**src/rtl/spi_master.sv**
```systemverilog
// spi_master: host-side SPI master for the SPI-slave/RAM subsystem.
// Sends a 10-bit frame {op, data} MSB first under SS_n. For op 11 it then
// waits RD_LATENCY cycles and shifts in the 8-bit read byte from MISO.
// Optional feature macro: SPI_MASTER_RDADDR_CHECK_EN. When it is defined, an op-11
// command that has no earlier op-10 frame since reset is rejected locally with rsp_err.
module spi_master #(
  parameter int unsigned LEAD_CYCLES = 1,
  parameter int unsigned RD_LATENCY  = 2,
  parameter int unsigned GAP_CYCLES  = 1
) (
  input  logic       clk,
  input  logic       rst_n,
  input  logic       cmd_valid,
  output logic       cmd_ready,
  input  logic [1:0] cmd_op,
  input  logic [7:0] cmd_data,
  output logic       rsp_valid,
  output logic [7:0] rsp_data,
  output logic       rsp_err,
  output logic       done,
  output logic       busy,
  output logic       SS_n,
  output logic       MOSI,
  input  logic       MISO
);

  localparam int unsigned FRAME_W = 10;
  localparam int unsigned BYTE_W  = 8;
  localparam int unsigned MAX_LR  = (LEAD_CYCLES > RD_LATENCY) ? LEAD_CYCLES : RD_LATENCY;
  localparam int unsigned MAX_LRG = (MAX_LR > GAP_CYCLES) ? MAX_LR : GAP_CYCLES;
  localparam int unsigned CNT_MAX = (MAX_LRG > FRAME_W) ? MAX_LRG : FRAME_W;
  localparam int unsigned CNT_W   = $clog2(CNT_MAX + 1);

  localparam logic [1:0] OP_RD_ADDR = 2'b10;
  localparam logic [1:0] OP_RD_DATA = 2'b11;

  typedef enum logic [2:0] {
    ST_IDLE,
    ST_LEAD,
    ST_SHIFT_OUT,
    ST_WAIT_RD,
    ST_SHIFT_IN,
    ST_GAP,
    ST_REJECT
  } state_t;

  state_t              r_state;
  state_t              w_state_nxt;
  state_t              w_after_frame;
  state_t              w_after_out;
  logic [CNT_W-1:0]    r_cnt;
  logic [CNT_W-1:0]    w_cnt_nxt;
  logic [FRAME_W-1:0]  r_frame;
  logic [FRAME_W-1:0]  w_frame_nxt;
  logic [BYTE_W-2:0]   r_sh;
  logic [BYTE_W-1:0]   r_rsp_data;
  logic                r_rsp_valid;
  logic                r_rsp_err;
  logic                r_done;
  logic                r_ss_n;
  logic                r_mosi;
  logic                r_cmd_ready;
  logic                r_busy;
  logic                w_accept;
  logic                w_reject;
  logic                w_rd_blocked;
  logic                w_last;
  logic                w_capture;
  logic                w_frame_done;
  logic                w_ss_n_nxt;
  logic                w_mosi_nxt;
  logic                w_ready_nxt;
  logic [3:0]          w_bit_idx;

  // Last cycle of the current timed state.
  always_comb begin
    w_last = 1'b0;
    case (r_state)
      ST_LEAD:      w_last = (r_cnt == CNT_W'(LEAD_CYCLES - 1));
      ST_SHIFT_OUT: w_last = (r_cnt == CNT_W'(FRAME_W - 1));
      ST_WAIT_RD:   w_last = (r_cnt == CNT_W'(RD_LATENCY - 1));
      ST_SHIFT_IN:  w_last = (r_cnt == CNT_W'(BYTE_W - 1));
      ST_GAP:       w_last = (r_cnt == CNT_W'(GAP_CYCLES - 1));
      default:      w_last = 1'b0;
    endcase
  end

  assign w_capture = (r_state == ST_SHIFT_IN) && w_last;

`ifdef SPI_MASTER_RDADDR_CHECK_EN
  logic r_rdaddr_seen;

  // Remember that a read-address frame has completed since reset.
  always_ff @(posedge clk or negedge rst_n) begin
    if (!rst_n) begin
      r_rdaddr_seen <= 1'b0;
    end else if (w_frame_done && (r_frame[FRAME_W-1 -: 2] == OP_RD_ADDR)) begin
      r_rdaddr_seen <= 1'b1;
    end
  end

  assign w_rd_blocked = (cmd_op == OP_RD_DATA) && !r_rdaddr_seen;
`else
  assign w_rd_blocked = 1'b0;
`endif

  // Next-state, counter and registered-output next values.
  always_comb begin
    w_state_nxt   = r_state;
    w_cnt_nxt     = r_cnt + CNT_W'(1);
    w_frame_nxt   = r_frame;
    w_accept      = cmd_valid & r_cmd_ready;
    w_reject      = 1'b0;
    w_after_frame = (GAP_CYCLES != 0) ? ST_GAP : ST_IDLE;
    w_after_out   = w_after_frame;
    if (r_frame[FRAME_W-1 -: 2] == OP_RD_DATA) begin
      w_after_out = (RD_LATENCY != 0) ? ST_WAIT_RD : ST_SHIFT_IN;
    end

    case (r_state)
      ST_IDLE: begin
        if (w_accept) begin
          w_frame_nxt = {cmd_op, cmd_data};
          if (w_rd_blocked) begin
            w_reject    = 1'b1;
            w_state_nxt = ST_REJECT;
          end else begin
            w_state_nxt = (LEAD_CYCLES != 0) ? ST_LEAD : ST_SHIFT_OUT;
          end
        end
      end
      ST_LEAD:      if (w_last) w_state_nxt = ST_SHIFT_OUT;
      ST_SHIFT_OUT: if (w_last) w_state_nxt = w_after_out;
      ST_WAIT_RD:   if (w_last) w_state_nxt = ST_SHIFT_IN;
      ST_SHIFT_IN:  if (w_last) w_state_nxt = w_after_frame;
      ST_GAP:       if (w_last) w_state_nxt = ST_IDLE;
      ST_REJECT:    w_state_nxt = ST_IDLE;
      default:      w_state_nxt = ST_IDLE;
    endcase

    // Each timed state counts from zero.
    if ((w_state_nxt != r_state) || (w_state_nxt == ST_IDLE)) begin
      w_cnt_nxt = '0;
    end

    w_frame_done = (w_state_nxt == ST_IDLE) && (r_state != ST_IDLE) && (r_state != ST_REJECT);
    w_ss_n_nxt   = !(w_state_nxt inside {ST_LEAD, ST_SHIFT_OUT, ST_WAIT_RD, ST_SHIFT_IN});
    w_bit_idx    = 4'(FRAME_W - 1) - 4'(w_cnt_nxt);
    w_mosi_nxt   = (w_state_nxt == ST_SHIFT_OUT) ? w_frame_nxt[w_bit_idx] : 1'b0;
    w_ready_nxt  = (w_state_nxt == ST_IDLE);
  end

  // State register.
  always_ff @(posedge clk or negedge rst_n) begin
    if (!rst_n) begin
      r_state <= ST_IDLE;
      r_cnt   <= '0;
    end else begin
      r_state <= w_state_nxt;
      r_cnt   <= w_cnt_nxt;
    end
  end

  // Frame latch, MISO shift register and captured byte.
  always_ff @(posedge clk or negedge rst_n) begin
    if (!rst_n) begin
      r_frame    <= '0;
      r_sh       <= '0;
      r_rsp_data <= '0;
    end else begin
      r_frame <= w_frame_nxt;
      if (r_state == ST_SHIFT_IN) begin
        r_sh <= {r_sh[BYTE_W-3:0], MISO};
      end
      if (w_capture) begin
        r_rsp_data <= {r_sh, MISO};
      end
    end
  end

  // Registered interface outputs.
  always_ff @(posedge clk or negedge rst_n) begin
    if (!rst_n) begin
      r_ss_n      <= 1'b1;
      r_mosi      <= 1'b0;
      r_cmd_ready <= 1'b0;
      r_busy      <= 1'b1;
      r_done      <= 1'b0;
      r_rsp_valid <= 1'b0;
      r_rsp_err   <= 1'b0;
    end else begin
      r_ss_n      <= w_ss_n_nxt;
      r_mosi      <= w_mosi_nxt;
      r_cmd_ready <= w_ready_nxt;
      r_busy      <= ~w_ready_nxt;
      r_done      <= w_frame_done | w_reject;
      r_rsp_valid <= w_capture | w_reject;
      r_rsp_err   <= w_reject;
    end
  end

  assign cmd_ready = r_cmd_ready;
  assign busy      = r_busy;
  assign SS_n      = r_ss_n;
  assign MOSI      = r_mosi;
  assign done      = r_done;
  assign rsp_valid = r_rsp_valid;
  assign rsp_err   = r_rsp_err;
  assign rsp_data  = r_rsp_data;

endmodule

```
**config.mk**
```make
export PLATFORM = sky130hd
export DESIGN_NAME = spi_master
export DESIGN_NICKNAME = d
export VERILOG_FILES = /design/src/rtl/spi_master.sv
export SDC_FILE = /design/constraint.sdc
export NUM_CORES = 1
export LEC_CHECK = 0
export BUFFER_PORTS_ARGS = -buffer_cell sky130_fd_sc_hd__buf_4
export CORE_AREA = 5 5 111 61
export CTS_CLUSTER_DIAMETER = 150
export DETAILED_ROUTE_END_ITERATION = 8
export DIE_AREA = 0 0 116 66
export HOLD_SLACK_MARGIN = 0.05
export PLACE_DENSITY = 0.51
export SKIP_LAST_GASP = 1
export SLEW_MARGIN = 0
export SYNTH_ARGS = -nofsm -noshare
export SYNTH_HDL_FRONTEND = slang
export SYNTH_SLANG_ARGS = --single-unit
```
**constraint.sdc**
```tcl
create_clock -name clk -period 6.3 [get_ports clk]
set_input_delay 1.26 -clock clk [delete_from_list [all_inputs] [get_ports clk]]
set_output_delay 1.26 -clock clk [all_outputs]
set_load 0.02 [all_outputs]
```
Yosys cells after proc, flatten, opt, wreduce, memory -nomap -nowiden
Index checks and enable logic that the tools add are counted.
Widths: inputs -> output; s select.
{"block": "totals", "latch_bits": 0, "output_inout_bits": 15, "inputBits": 14, "elab_cells": 57, "ff_bits": 38, "ramBits": 0, "mem_count": 0, "rom_bits": 0}
{"block": "classes", "multipliers": 0, "n_mux": 15, "shifts": 0, "n_eq_ne": 15, "div_mod_pow": 0, "n_reduce_logical": 11, "order_cmp": 1, "addsub": 2, "bitwise_logic": 2}
{"cell": "$mux 3", "count": 7}
{"cell": "$mux 10", "count": 2}
{"cell": "$pmux 3 s6", "count": 1}
{"cell": "$eq 3x2->1 const B", "count": 4}
{"cell": "$eq 3x3->1 const B", "count": 3}
{"cell": "$eq 3x1->1 const B", "count": 2}
{"cell": "$logic_not 3->1", "count": 2}
{"cell": "$lt 4x5->1 const B", "count": 1}
{"cell": "$add 4x1->4 const B", "count": 1}
{"cell": "$bmux 1 s4", "count": 1}
{"cell": "$eq 4x1->1 const B", "count": 1}
{"cell": "$eq 4x3->1 const B", "count": 1}
{"cell": "$eq 4x4->1 const B", "count": 1}
{"cell": "$logic_not 4->1", "count": 1}
{"cell": "$mux 4", "count": 1}
{"cell": "$pmux 1 s4", "count": 1}
{"cell": "$reduce_bool 4->1", "count": 1}
{"cell": "$sub 4x4->4 const A", "count": 1}
{"cell": "$logic_and 1x1->1", "count": 3}
{"cell": "$ne 3x3->1", "count": 1}
{"cell": "$ne 3x3->1 const B", "count": 1}
{"cell": "$reduce_bool 3->1", "count": 1}
{"cell": "$eq 2x2->1 const B", "count": 1}
{"cell": "$mux 1", "count": 2}
{"cell": "other kinds (5)", "count": 5}

Logic depth before layout (Yosys ltp)
Gate-level depths: netlist of run 1.
{"block": "depth", "word_depth": 12, "depth_mapped": 13, "mapped_depth_nobuf": 13}

Least setup slack after synthesis of run 1
No wires, ideal clock.
{"block": "synth_path", "path_type": "input port to flip-flop", "startpoint": "input cmd_valid", "endpoint": "register r_mosi, in the netlist MOSI", "cell_stages": 10, "arrival_ns": 3.255, "path_slack_ns": 2.979, "required_ns": 6.234, "setup_time_ns": 0.066, "n_path_buf": 0, "path_cell_list": "nand2_1 > or4_1 > a21bo_2 > a21o_2 > nor2_1 > nand2_1 > ha_1 > a2111o_1 > o32ai_1 > o32a_1"}
{"block": "synth_between", "elab_chain_cells": 10, "elab_cells_between_ends": 14, "cone_classes": "add/sub: 1; eq/ne: 2; mux: 8; bitwise: 1; reduce/logical: 2"}
{"element": "start, declared", "line": "13", "rtl": "input logic cmd_valid,"}
{"element": "$and 1x1->1 (*)", "line": "112", "rtl": "w_accept = cmd_valid & r_cmd_ready;"}
{"element": "$mux 3", "line": "122", "rtl": "if (w_accept) begin"}
{"element": "$pmux 3 s6", "line": "120", "rtl": "case (r_state)"}
{"element": "$ne 3x3->1 / $logic_not 3->1 (equally long branches)", "line": "142", "rtl": "if ((w_state_nxt != r_state) || (w_state_nxt == ST_IDLE)) begin"}
{"element": "$logic_or 1x1->1", "line": "142"}
{"element": "$mux 4", "line": "142"}
{"element": "$sub 4x4->4", "line": "148", "rtl": "w_bit_idx = 4'(FRAME_W - 1) - 4'(w_cnt_nxt);"}
{"element": "$bmux 1 s4", "line": "149", "rtl": "w_mosi_nxt = (w_state_nxt == ST_SHIFT_OUT) ? w_frame_nxt[w_bit_idx] : 1'b0;"}
{"element": "$mux 1 (not written as such)", "line": "149"}
{"element": "$mux 1 (*)", "line": "149"}
{"element": "named net w_mosi_nxt", "line": "71", "rtl": "logic w_mosi_nxt;"}
{"element": "end signal, assigned", "line": "193", "rtl": "r_mosi <= w_mosi_nxt;"}
{"element": "end, declared", "line": "61", "rtl": "logic r_mosi;"}
The timed path passes the listed nets; every way through them passes the cells marked *. The select of a mux whose other input is x is not followed.
A chain may end at the register's enable or synchronous reset.

Worst setup path after layout of run 1
{"block": "layout_path", "startpoint": "input cmd_valid", "endpoint": "register r_mosi, in the netlist MOSI"}
{"block": "layout_between", "elab_chain_cells": 10, "elab_cells_between_ends": 14, "cone_classes": "add/sub: 1; eq/ne: 2; mux: 8; bitwise: 1; reduce/logical: 2"}
{"element": "$and 1x1->1 (*)", "line": "112"}
{"element": "$mux 3 (*)", "line": "122"}
{"element": "$pmux 3 s6 (*)", "line": "120"}
{"element": "$ne 3x3->1 / $logic_not 3->1 (equally long branches)", "line": "142"}
{"element": "$logic_or 1x1->1 (*)", "line": "142"}
{"element": "$mux 4 (*)", "line": "142"}
{"element": "$sub 4x4->4 (*)", "line": "148"}
{"element": "named net w_bit_idx[1]", "line": "73", "rtl": "logic [3:0] w_bit_idx;"}
{"element": "$bmux 1 s4 (*)", "line": "149"}
{"element": "$mux 1 (not written as such) (*)", "line": "149"}
{"element": "$mux 1 (*)", "line": "149"}
{"element": "named net w_mosi_nxt", "line": "71"}
Marked as above.

==> parameters.txt, run 1 <==
Parameter                              Value

Cells and area
  Highest-count cells in the layout ignoring fill and taps ... dfrtp_1 (36), nand2_1 (32), buf_4 (27), mux2_2 (18), nor2_1 (11)
  Fraction of layout cells with a size suffix above 1 ... around 34%
  Most frequent standard cell in the layout excluding fill and tap cells ... dfrtp_1
  Number of inserted filler cells in the final layout ... roughly 570
  Final nets ... between 200 and 250
  Number of antenna cells inserted ... 0
  Area Growth Syn to Fin ... 20.9%

CTS
  Number of levels in the clock H-tree ... 2
  TritonCTS buffer count ... 5
  CTS resizes ... 0
  Root Buffer Master ... clkbuf_16
  Post-CTS setup repair buffer count ... 0
  Clock sink count ... 38
  CTS hold repair buffers ... 0
  TritonCTS clock tree ... built
  CTS clock-pin slew for the worst setup and hold paths ... approximately 0.06 ns
  Maximum buffer depth of the clock tree ... 2
  Clock network latency to the later pin of the worst-skew pair ... between 0.2 and 0.3 ns

Hold path
  Worst hold-check path type ... register to register

Worst setup path
  Worst Path Required ... roughly 6.5 ns
  Kind of critical path ... primary input to register
  Critical Path Sink Type ... register
  Peak fanout along the critical path ... 11
  Worst path arrival time ... 3.94 ns
  Startpoint class of the critical path ... primary input

STA
  Clock skew after layout ... between 0.006 and 0.007 ns
  Highest Clock Rate ... around 270 MHz
  Max-slew headroom at the worst pin ... between 60% and 70%
  Setup repair after global routing missed its margin ... no
  Slew Limit Fails ... 0
  Final Setup Violations ... 0
  Tightest hold margin ... ~0.48 ns
  Clock period minus worst slack ... ~3.7 ns
  Tightest Pin Transition ... between 0.5 and 0.6 ns
  Aggregate negative setup slack ... 0 ns
  Tcrit/Tclk final ... slightly below 60%
  Hold Fails Final Rpt ... 0

Pwr
  Power density of the placed cells ... between 400 and 500 nW/um^2
  Share of power burned in combinational logic ... 43.8%
  Proportion of power drawn by the clock network ... roughly 22%
  Standby leakage power ... approximately 1.1 nW
  Switching fraction of total power ... 38.6%
  NetSw ... 439 uW
  P_int ... approximately 700 uW
  Power after layout ... 1.14 mW
  Maximum vdd drop ... a little over 0.2 mV
  Reg power frac ... 34.0%

Yosys
  Count of unique library cells instantiated by Yosys ... 54
  Async SR Flop Fraction ... 100%
  Main synth FF type ... dfrtp_1
  Post-synthesis instance total ... approximately 180
  Post-synth EDFFs ... 0
  Sequential-to-total area share from yosys stat ... between 40% and 50%
  Average cell area after synthesis ... between 10 and 15 sq um
  Register bit count reported by yosys ... 38
  Synth Cell Area ... 1910 sq um
  Net Count, Synth ... about 200
  Synthesis Warnings ... 0

Placement
  Routability cong. ... between 0.8 and 0.9
  Half-perimeter wire length of the detailed placement result ... 3100 um
  I/O Buffers ... 27

Job
  Number of max-cap violations ... 0

Detailed routing
  Routed length per instance ... approximately 15 um
  Average vias per placed instance ... around 4.9
  Final routed DRC violation total ... 0
  WL final ... 4190 um
  DR pass1 iterations ... 4
  Count of antenna-violating nets left after detailed routing ... 0
  Total number of vias ... roughly 1400
  Detailed Route Iter0 Violations ... 79

GRT
  Vias in the first global route ... around 1300
  Gr ovfl total ... 0
  Global routing usage summed across all routing layers ... around an eighth
  Initial antenna violation count ... 0
  Largest net degree at the start of global routing ... 39
  Wire length of the first global-routing pass ... roughly 6900 um

Floorplanning
  DIE AREA ... between 7000 and 8000 sq um
  Horizontal extent of the die ... roughly 120 um
  Number of top-level pins ... 29
  Die Ht ... roughly 66 um
  Effective utilization at floorplan ... 33.2%
  Area of the core ... about 5800 sq um
  Num rows ... 20

Run status
  Outcome ... finished, final reports clean
## flip-flops by register name, indices dropped and copies added, names as in the netlist
name	flops
r_cnt	4
busy	1
cmd_ready	1
r_frame	10
MOSI	1
SS_n	1
rsp_data	8
done	1
r_state	3
rsp_valid	1
r_sh	7
## routing by layer
layer | GRT usage [%] | part of all wire [%] | up-vias
li1 | - | - | 671
met4 | 3.04 | 0.45 | 0
met1 | 19.7 | 59 | 664
met3 | 3.84 | 7.3 | 2
met5 | 0 | 0 | -
met2 | 13.8 | 33 | 41
## kinds of logic after synthesis
family	count (synthesis)	synth area share, %
simple gates	66	17.9
flops	38	49.9
compound gates	31	12.7
mux	19	11.4
buf+inv	17	4.65
fa+ha+maj	3	1.96
xor+xnor	3	1.37
other cells	1	0.196
## per-stage QoR
stage               utilization [%]  cells  instance area, sq um  worst slack [ns]
finish                         40.2    283                  2310              2.58
global placement               37.5    275                  2160              2.38
floorplan                         -    178                  1910              2.98
detailed placement             37.5    275                  2160              2.30
CTS                            40.2    283                  2310              2.58
global route                   40.2    283                  2310              2.38
## critical path, cell delays in order
cell and delay, ns:
buf_4 0.11, nand2_1 0.06, or4_1 0.42, a21bo_2 0.31, a21oi_1 0.26, nand2_1 0.15
nor2_1 0.18, inv_1 0.07, ha_1 0.29, a2111o_1 0.39, o32ai_1 0.25, o32a_1 0.19
## final timing paths
kind                            from     endpoint  slack [ns]  cells after the start
setup / recovery           cmd_valid         MOSI        2.58                     12
hold / removal               r_sh[6]      r_sh[6]        0.48                      2
setup reg to reg            r_cnt[0]         MOSI        2.99                     12
hold reg to reg              r_sh[6]      r_sh[6]        0.48                      2
max in group asynchronous      rst_n         SS_n        4.99                      1
min in group asynchronous      rst_n  rsp_data[6]        0.94                      1
## cells in the mapped netlist, drive strengths merged (3+ instances only)
library cell	count	share of area [%]
dfrtp	36	47
nand3	4	1.3
a21oi	6	2.2
o21ai	3	0.79
buf	6	2.5
nor2	12	2.5
o21a	3	1.2
nand2	32	6.3
ha	3	2.0
inv	9	1.8
xor2	3	1.4
mux2	19	11
## layout make-up
type                            instances  area, sq um  area share [%]
Clock inverter                          2         12.5           0.541
Multi-Input combinational cell        123          870            37.6
Timing Repair Buffer                   27          203            8.77
Inverter                               10         37.5            1.62
Tap cell                               77         96.3            4.17
Sequential cell                        38          953            41.3
Clock buffer                            6          139            6.01
## power by group through the flow
stage                     registers, mW  logic (mW)  clock network [mW]
final                             0.387       0.498               0.252
after global routing              0.400       0.550               0.272
after CTS                         0.386       0.494               0.258
after detailed placement          0.389       0.491                   0
after global placement            0.390       0.502                   0
after floorplan                   0.377       0.376                   0
Power figures use the tool's default switching activity.
==> run 2, diff against run 1 <==
--- a/config.mk
+++ b/config.mk
@@ -11,7 +11,7 @@
 export DETAILED_ROUTE_END_ITERATION = 8
 export DIE_AREA = 0 0 116 66
 export HOLD_SLACK_MARGIN = 0.05
-export PLACE_DENSITY = 0.51
+export PLACE_DENSITY = 0.53
 export SKIP_LAST_GASP = 1
 export SLEW_MARGIN = 0
 export SYNTH_ARGS = -nofsm -noshare
==> constraint.sdc (replaced) <==
create_clock -name clk -period 3.25 [get_ports clk]
set_input_delay 0.65 -clock clk [delete_from_list [all_inputs] [get_ports clk]]
set_output_delay 0.65 -clock clk [all_outputs]
set_load 0.02 [all_outputs]
==> parameters.txt, run 2 (synthesis results as in run 1) <==
Parameter                              Value

CTS
  Maximum buffer depth of the clock tree ... 2
  CTS hold repair buffers ... 0
  Root Buffer Master ... clkbuf_16
  Post-CTS setup repair buffer count ... 0
  Clock sink count ... 38
  TritonCTS buffer count ... 5
  CTS clock-pin slew for the worst setup and hold paths ... roughly 0.060 ns
  Number of levels in the clock H-tree ... 2
  TritonCTS clock tree ... built
  Clock network latency to the later pin of the worst-skew pair ... ~0.28 ns

Floorplanning
  Effective utilization at floorplan ... approximately a third
  DIE AREA ... 7660 sq um
  Die Ht ... approximately 66 um
  Horizontal extent of the die ... 116 um
  Area of the core ... between 5000 and 6000 sq um
  Num rows ... 20
  Number of top-level pins ... 29

Worst setup path
  Kind of critical path ... register to register
  Peak fanout along the critical path ... 12
  Reg-to-Reg Start ... r_state[2]
  Worst path arrival time ... around 3.3 ns
  Worst setup path start ... r_state[2]
  Crit path largest cell delay ... around 0.55 ns
  Worst Path Required ... roughly 3.5 ns
  Critical Path Sink Type ... register
  Critical-path cell list ... or4b_4 -> o22ai_2 -> nand3_4 -> a21o_2 -> nand2_1 -> nor2_1 -> inv_1 -> ha_1 -> a2111o_1 -> o32ai_2 -> o32a_1
  Startpoint class of the critical path ... register
  RR Endpoint ... MOSI
  Setup slack of the most critical reg-to-reg path ... around 0.17 ns
  Worst reg2reg path depth ... 11
  Slowest cell on the critical path ... or4b_4

STA
  Tcrit/Tclk final ... a little over nine tenths
  Slew Limit Fails ... 0
  Clock period minus worst slack ... between 3 and 4 ns
  Tightest hold margin ... 0.319 ns
  Clock skew after layout ... ~0.0049 ns
  Setup repair after global routing missed its margin ... no
  Final Setup Violations ... 0
  Highest Clock Rate ... around 320 MHz
  Final WS setup ... 0.168 ns
  Aggregate negative setup slack ... 0 ns
  Hold Fails Final Rpt ... 0

Cells and area
  Register ranked first by flip-flop count ... r_frame
  Post-Layout Inst Area ... 2380 sq um
  Area Growth Syn to Fin ... 24.7%
  Number of inserted filler cells in the final layout ... roughly 580
  Flip-flop count of the largest register, all copies and words added ... 10
  Number of antenna cells inserted ... 0
  Fraction of layout cells with a size suffix above 1 ... about 38%
  Most frequent standard cell in the layout excluding fill and tap cells ... buf_4
  Area occupied by registers ... between 900 and 1000 sq um
  Multi-input gate area in the final layout ... slightly below 900 sq um
  Highest-count cells in the layout ignoring fill and taps ... buf_4 (34), dfrtp_1 (32), nand2_1 (32), mux2_2 (18), nor2_1 (11)
  Final nets ... roughly 230

Placement
  Routability cong. ... between 0.8 and 0.9
  Half-perimeter wire length of the detailed placement result ... roughly 3100 um
  I/O Buffers ... 27
  Post-place setup slack ... approximately 0.14 ns
  Instance area at placement ... 2210 sq um

Detailed routing
  Routed length per instance ... about 15 um
  Final routed DRC violation total ... 0
  Average vias per placed instance ... between 4 and 5
  Count of antenna-violating nets left after detailed routing ... 0
  Detailed Route Iter0 Violations ... 89
  Total number of vias ... 1395
  WL final ... about 4200 um
  DR pass1 iterations ... 4

GRT
  Largest net degree at the start of global routing ... 39
  Global routing usage summed across all routing layers ... roughly an eighth
  Vias in the first global route ... ~1400
  Gr ovfl total ... 0
  Wire length of the first global-routing pass ... about 7300 um
  Initial antenna violation count ... 0

Pwr
  Maximum vdd drop ... 0.353 mV
  Power density of the placed cells ... 955 nW/um^2
  Standby leakage power ... 1.14 nW

Job
  Number of max-cap violations ... 0

Run status
  Outcome ... finished, final reports clean

Hold path
  Worst hold-check path type ... primary input to asynchronous set/reset pin
## run 2: changes by cell type in the layout (fill, tap and decap cells not counted), sizes merged
| cell | change |
|---|---|
| buf | +7 |
## run 2: stage by stage
step / utilization [%] / instances / total power, mW
floorplan: - / 178 / 1.46
global placement: 38.4 / 282 / 1.76
detailed placement: 38.4 / 282 / 1.74
CTS: 41.1 / 290 / 2.25
global route: 41.4 / 290 / 2.46
finish: 41.4 / 290 / 2.28
## run 2: worst max-delay path by stage
| stage | endpoint |
|---|---|
| floorplan | MOSI |
| global route | MOSI |
| global placement | MOSI |
| CTS | MOSI |
| finish | MOSI |
| detailed placement | MOSI |
## run 2: critical path, delay by kind of cell, from the launching register on
| family | cells | cell delay [ns] |
|---|---|---|
| compound gates | 5 | 1.32 |
| fa+ha+maj | 1 | 0.26 |
| buf+inv | 1 | 0.09 |
| flops | 1 | 0.47 |
| simple gates | 4 | 0.88 |
## run 2: cell type report
type,count,share of cell area [%]
Tap cell,77,4.04
Sequential cell,38,40.2
Timing Repair Buffer,34,10.7
Clock inverter,2,0.525
Inverter,10,1.57
Clock buffer,6,5.83
Multi-Input combinational cell,123,37.1
## run 2: layer usage
metal | global-route usage (%) | routed length, um
met2 | 15.2 | 1480
met3 | 3.93 | 436
met5 | 0 | 0
met4 | 4.78 | 63
met1 | 19.9 | 2240
## run 2: report_power, final
group / leakage (nW) / internal [mW] / switching [mW]
Clock: 0.0729 / 0.303 / 0.189
Sequential: 0.485 / 0.628 / 0.111
Combinational: 0.581 / 0.465 / 0.579
Total: 1.14 / 1.40 / 0.879
## run 2: what timing repair did
| item | 4_1_cts | 5_1_grt |
|---|---|---|
| endpoints found under the setup margin | 0 | 1 |
| endpoints found under the hold margin | 0 | 0 |
| gates resized for setup | 0 | 6 |
==> run 3, diff against run 2 <==
--- a/config.mk
+++ b/config.mk
@@ -6,12 +6,12 @@
 export NUM_CORES = 1
 export LEC_CHECK = 0
 export BUFFER_PORTS_ARGS = -buffer_cell sky130_fd_sc_hd__buf_4
-export CORE_AREA = 5 5 111 61
+export CORE_AREA = 2 2 91 49
 export CTS_CLUSTER_DIAMETER = 150
 export DETAILED_ROUTE_END_ITERATION = 8
-export DIE_AREA = 0 0 116 66
+export DIE_AREA = 0 0 93 51
 export HOLD_SLACK_MARGIN = 0.05
-export PLACE_DENSITY = 0.53
+export PLACE_DENSITY = 0.72
 export SKIP_LAST_GASP = 1
 export SLEW_MARGIN = 0
 export SYNTH_ARGS = -nofsm -noshare
==> parameters.txt, run 3 (synthesis results as in run 1) <==
Parameter                              Value

Cells and area
  Register ranked first by flip-flop count ... r_frame
  Number of antenna cells inserted ... 0
  Area occupied by registers ... 956 sq um
  Fraction of layout cells with a size suffix above 1 ... between 30 and 40%
  Area Growth Syn to Fin ... 20.8%
  Flip-flop count of the largest register, all copies and words added ... 10
  Highest-count cells in the layout ignoring fill and taps ... dfrtp_1 (34), buf_4 (34), nand2_1 (32), mux2_2 (18), nor2_1 (11)
  Multi-input gate area in the final layout ... 900 sq um
  Final nets ... 229
  Number of inserted filler cells in the final layout ... 365
  Non-filler instance count after layout ... 270

STA
  Aggregate negative setup slack ... 0 ns
  Tightest hold margin ... 0.313 ns
  Setup repair after global routing missed its margin ... no
  Tcrit/Tclk final ... a little over nine tenths
  Final Setup Violations ... 0
  Final WS setup ... around 0.12 ns
  Highest Clock Rate ... about 320 MHz
  Clock period minus worst slack ... ~3.1 ns
  Hold Fails Final Rpt ... 0
  Max-slew headroom at the worst pin ... roughly two thirds
  Tightest Pin Transition ... roughly 0.5 ns
  Clock skew after layout ... 0.00724 ns
  Slew Limit Fails ... 0

Pwr
  Share of power burned in combinational logic ... between 50% and 60%
  Maximum vdd drop ... 0.491 mV
  NetSw ... 881 uW
  Proportion of power drawn by the clock network ... between 15 and 20%
  P_int ... 1.29 mW
  Reg power frac ... roughly a third
  Standby leakage power ... about 1.1 nW
  Switching fraction of total power ... approximately two fifths
  Power density of the placed cells ... between 900 and 1000 nW/um^2

Floorplanning
  Number of top-level pins ... 29
  Num rows ... 17
  Horizontal extent of the die ... 93 um
  Effective utilization at floorplan ... between 40% and 50%
  Area of the core ... around 4100 sq um
  DIE AREA ... 4740 sq um
  Die Ht ... about 50 um

CTS
  Clock sink count ... 38
  Maximum buffer depth of the clock tree ... 2
  Clock network latency to the later pin of the worst-skew pair ... between 0.2 and 0.3 ns
  Number of levels in the clock H-tree ... 2
  CTS clock-pin slew for the worst setup and hold paths ... around 0.070 ns
  Root Buffer Master ... clkbuf_8
  TritonCTS buffer count ... 5
  TritonCTS clock tree ... built

Worst setup path
  Startpoint class of the critical path ... register
  Peak fanout along the critical path ... 5
  Worst path arrival time ... roughly 3.4 ns
  Crit path largest cell delay ... between 0.5 and 0.6 ns
  WP buf/inv ... 2
  Slowest cell on the critical path ... or4bb_1
  Critical Path Sink Type ... register
  Critical-path cell list ... inv_1 -> ha_1 -> or4bb_1 -> o21a_1 -> a21o_2 -> nand2_1 -> nor2_1 -> inv_1 -> ha_1 -> a2111o_1 -> o32ai_2 -> o32a_1
  Kind of cell with the highest combined delay on the critical path ... compound AO/OA/AOI/OAI gates
  Kind of critical path ... register to register
  Worst Path Required ... roughly 3.5 ns

GRT
  Met2 demand-to-capacity share in global routing ... between 20% and 30%
  Vias in the first global route ... 1262
  Global routing usage summed across all routing layers ... 18.9%
  Met1 global-route usage ... approximately a third
  Met3 usage in global routing ... under 10%
  Wire length of the first global-routing pass ... around 6500 um
  Initial antenna violation count ... 0
  Most used routing layer ... met1
  Largest net degree at the start of global routing ... 39
  Gr ovfl total ... 0

Detailed routing
  Total number of vias ... 1405
  DR pass1 iterations ... 4
  Final routed DRC violation total ... 0
  Routed length per instance ... between 10 and 15 um
  Detailed Route Iter0 Violations ... 101
  Count of antenna-violating nets left after detailed routing ... 0
  WL final ... just over 4000 um
  Average vias per placed instance ... about 5.2

Job
  Number of max-cap violations ... 0

Placement
  Routability cong. ... approximately 0.98
  Placed cell count ... between 200 and 300
  Half-perimeter wire length of the detailed placement result ... approximately 2900 um
  Post-place setup slack ... between 0.07 and 0.08 ns
  I/O Buffers ... 27

Run status
  Outcome ... finished, final reports clean

Hold path
  Worst hold-check path type ... primary input to asynchronous set/reset pin
[run 3: cell types whose count changed in the layout (fill, tap and decap cells not counted), moves of 2 or more]
cell	before	now
dfrtp_2	4	2
clkbuf_1	0	2
clkbuf_8	1	6
clkbuf_16	5	0
dfrtp_1	32	34
[run 3: repair_timing]
action / 4_1_cts / 5_1_grt
buffers inserted: 0 / 0
endpoints found under the setup margin: 0 / 1
endpoints found under the hold margin: 0 / 0
gates resized for setup: 0 / 7
hold buffers: 0 / 0
[run 3: per-stage QoR]
step | util, % | total power [mW] | instance area [sq um]
2_1_floorplan | - | 1.46 | 1910
3_3_place_gp | 53.6 | 1.76 | 2190
3_5_place_dp | 53.6 | 1.75 | 2190
4_1_cts | 55.8 | 2.10 | 2280
5_1_grt | 56.6 | 2.33 | 2310
6_report | 56.6 | 2.17 | 2310
[run 3: final timing paths]
kind | from | slack (ns) | end | cells after the start
worst max-delay path | r_cnt[1] | 0.12 | MOSI | 12
worst min-delay path | rst_n | 0.31 | r_frame[9] | 1
worst max register to register | r_cnt[1] | 0.12 | MOSI | 12
worst min register to register | r_sh[6] | 0.49 | r_sh[6] | 2
max in group asynchronous | rst_n | 2.58 | busy | 1
min in group clk | r_sh[6] | 0.49 | r_sh[6] | 2
[run 3: cell type report]
type | count | share of cell area [%]
Inverter | 10 | 1.63
Clock buffer | 8 | 3.90
Multi-Input combinational cell | 123 | 38.9
Tap cell | 57 | 3.09
Sequential cell | 38 | 41.4
Timing Repair Buffer | 34 | 11.1
[run 3: routing by layer]
metal / share of wire, % / vias to the layer above
met3: 8.6 / 3
met1: 54 / 671
met2: 37 / 50
li1: - / 681
met5: 0 / -
met4: 0.54 / 0
[run 3: worst register-to-register path, delay by kind of cell (launching register included)]
family	cells	cell delay, ns
compound gates	5	1.31
simple gates	3	0.68
flops	1	0.47
fa+ha+maj	2	0.42
buf+inv	2	0.18
[run 3: power by group through the flow]
stage	logic, mW	clock network [mW]	registers (mW)
4_1_cts	1.04	0.341	0.718
5_1_grt	1.22	0.371	0.746
6_report	1.11	0.331	0.725
2_1_floorplan	0.729	0	0.731
3_5_place_dp	1.03	0	0.724
3_3_place_gp	1.03	0	0.722
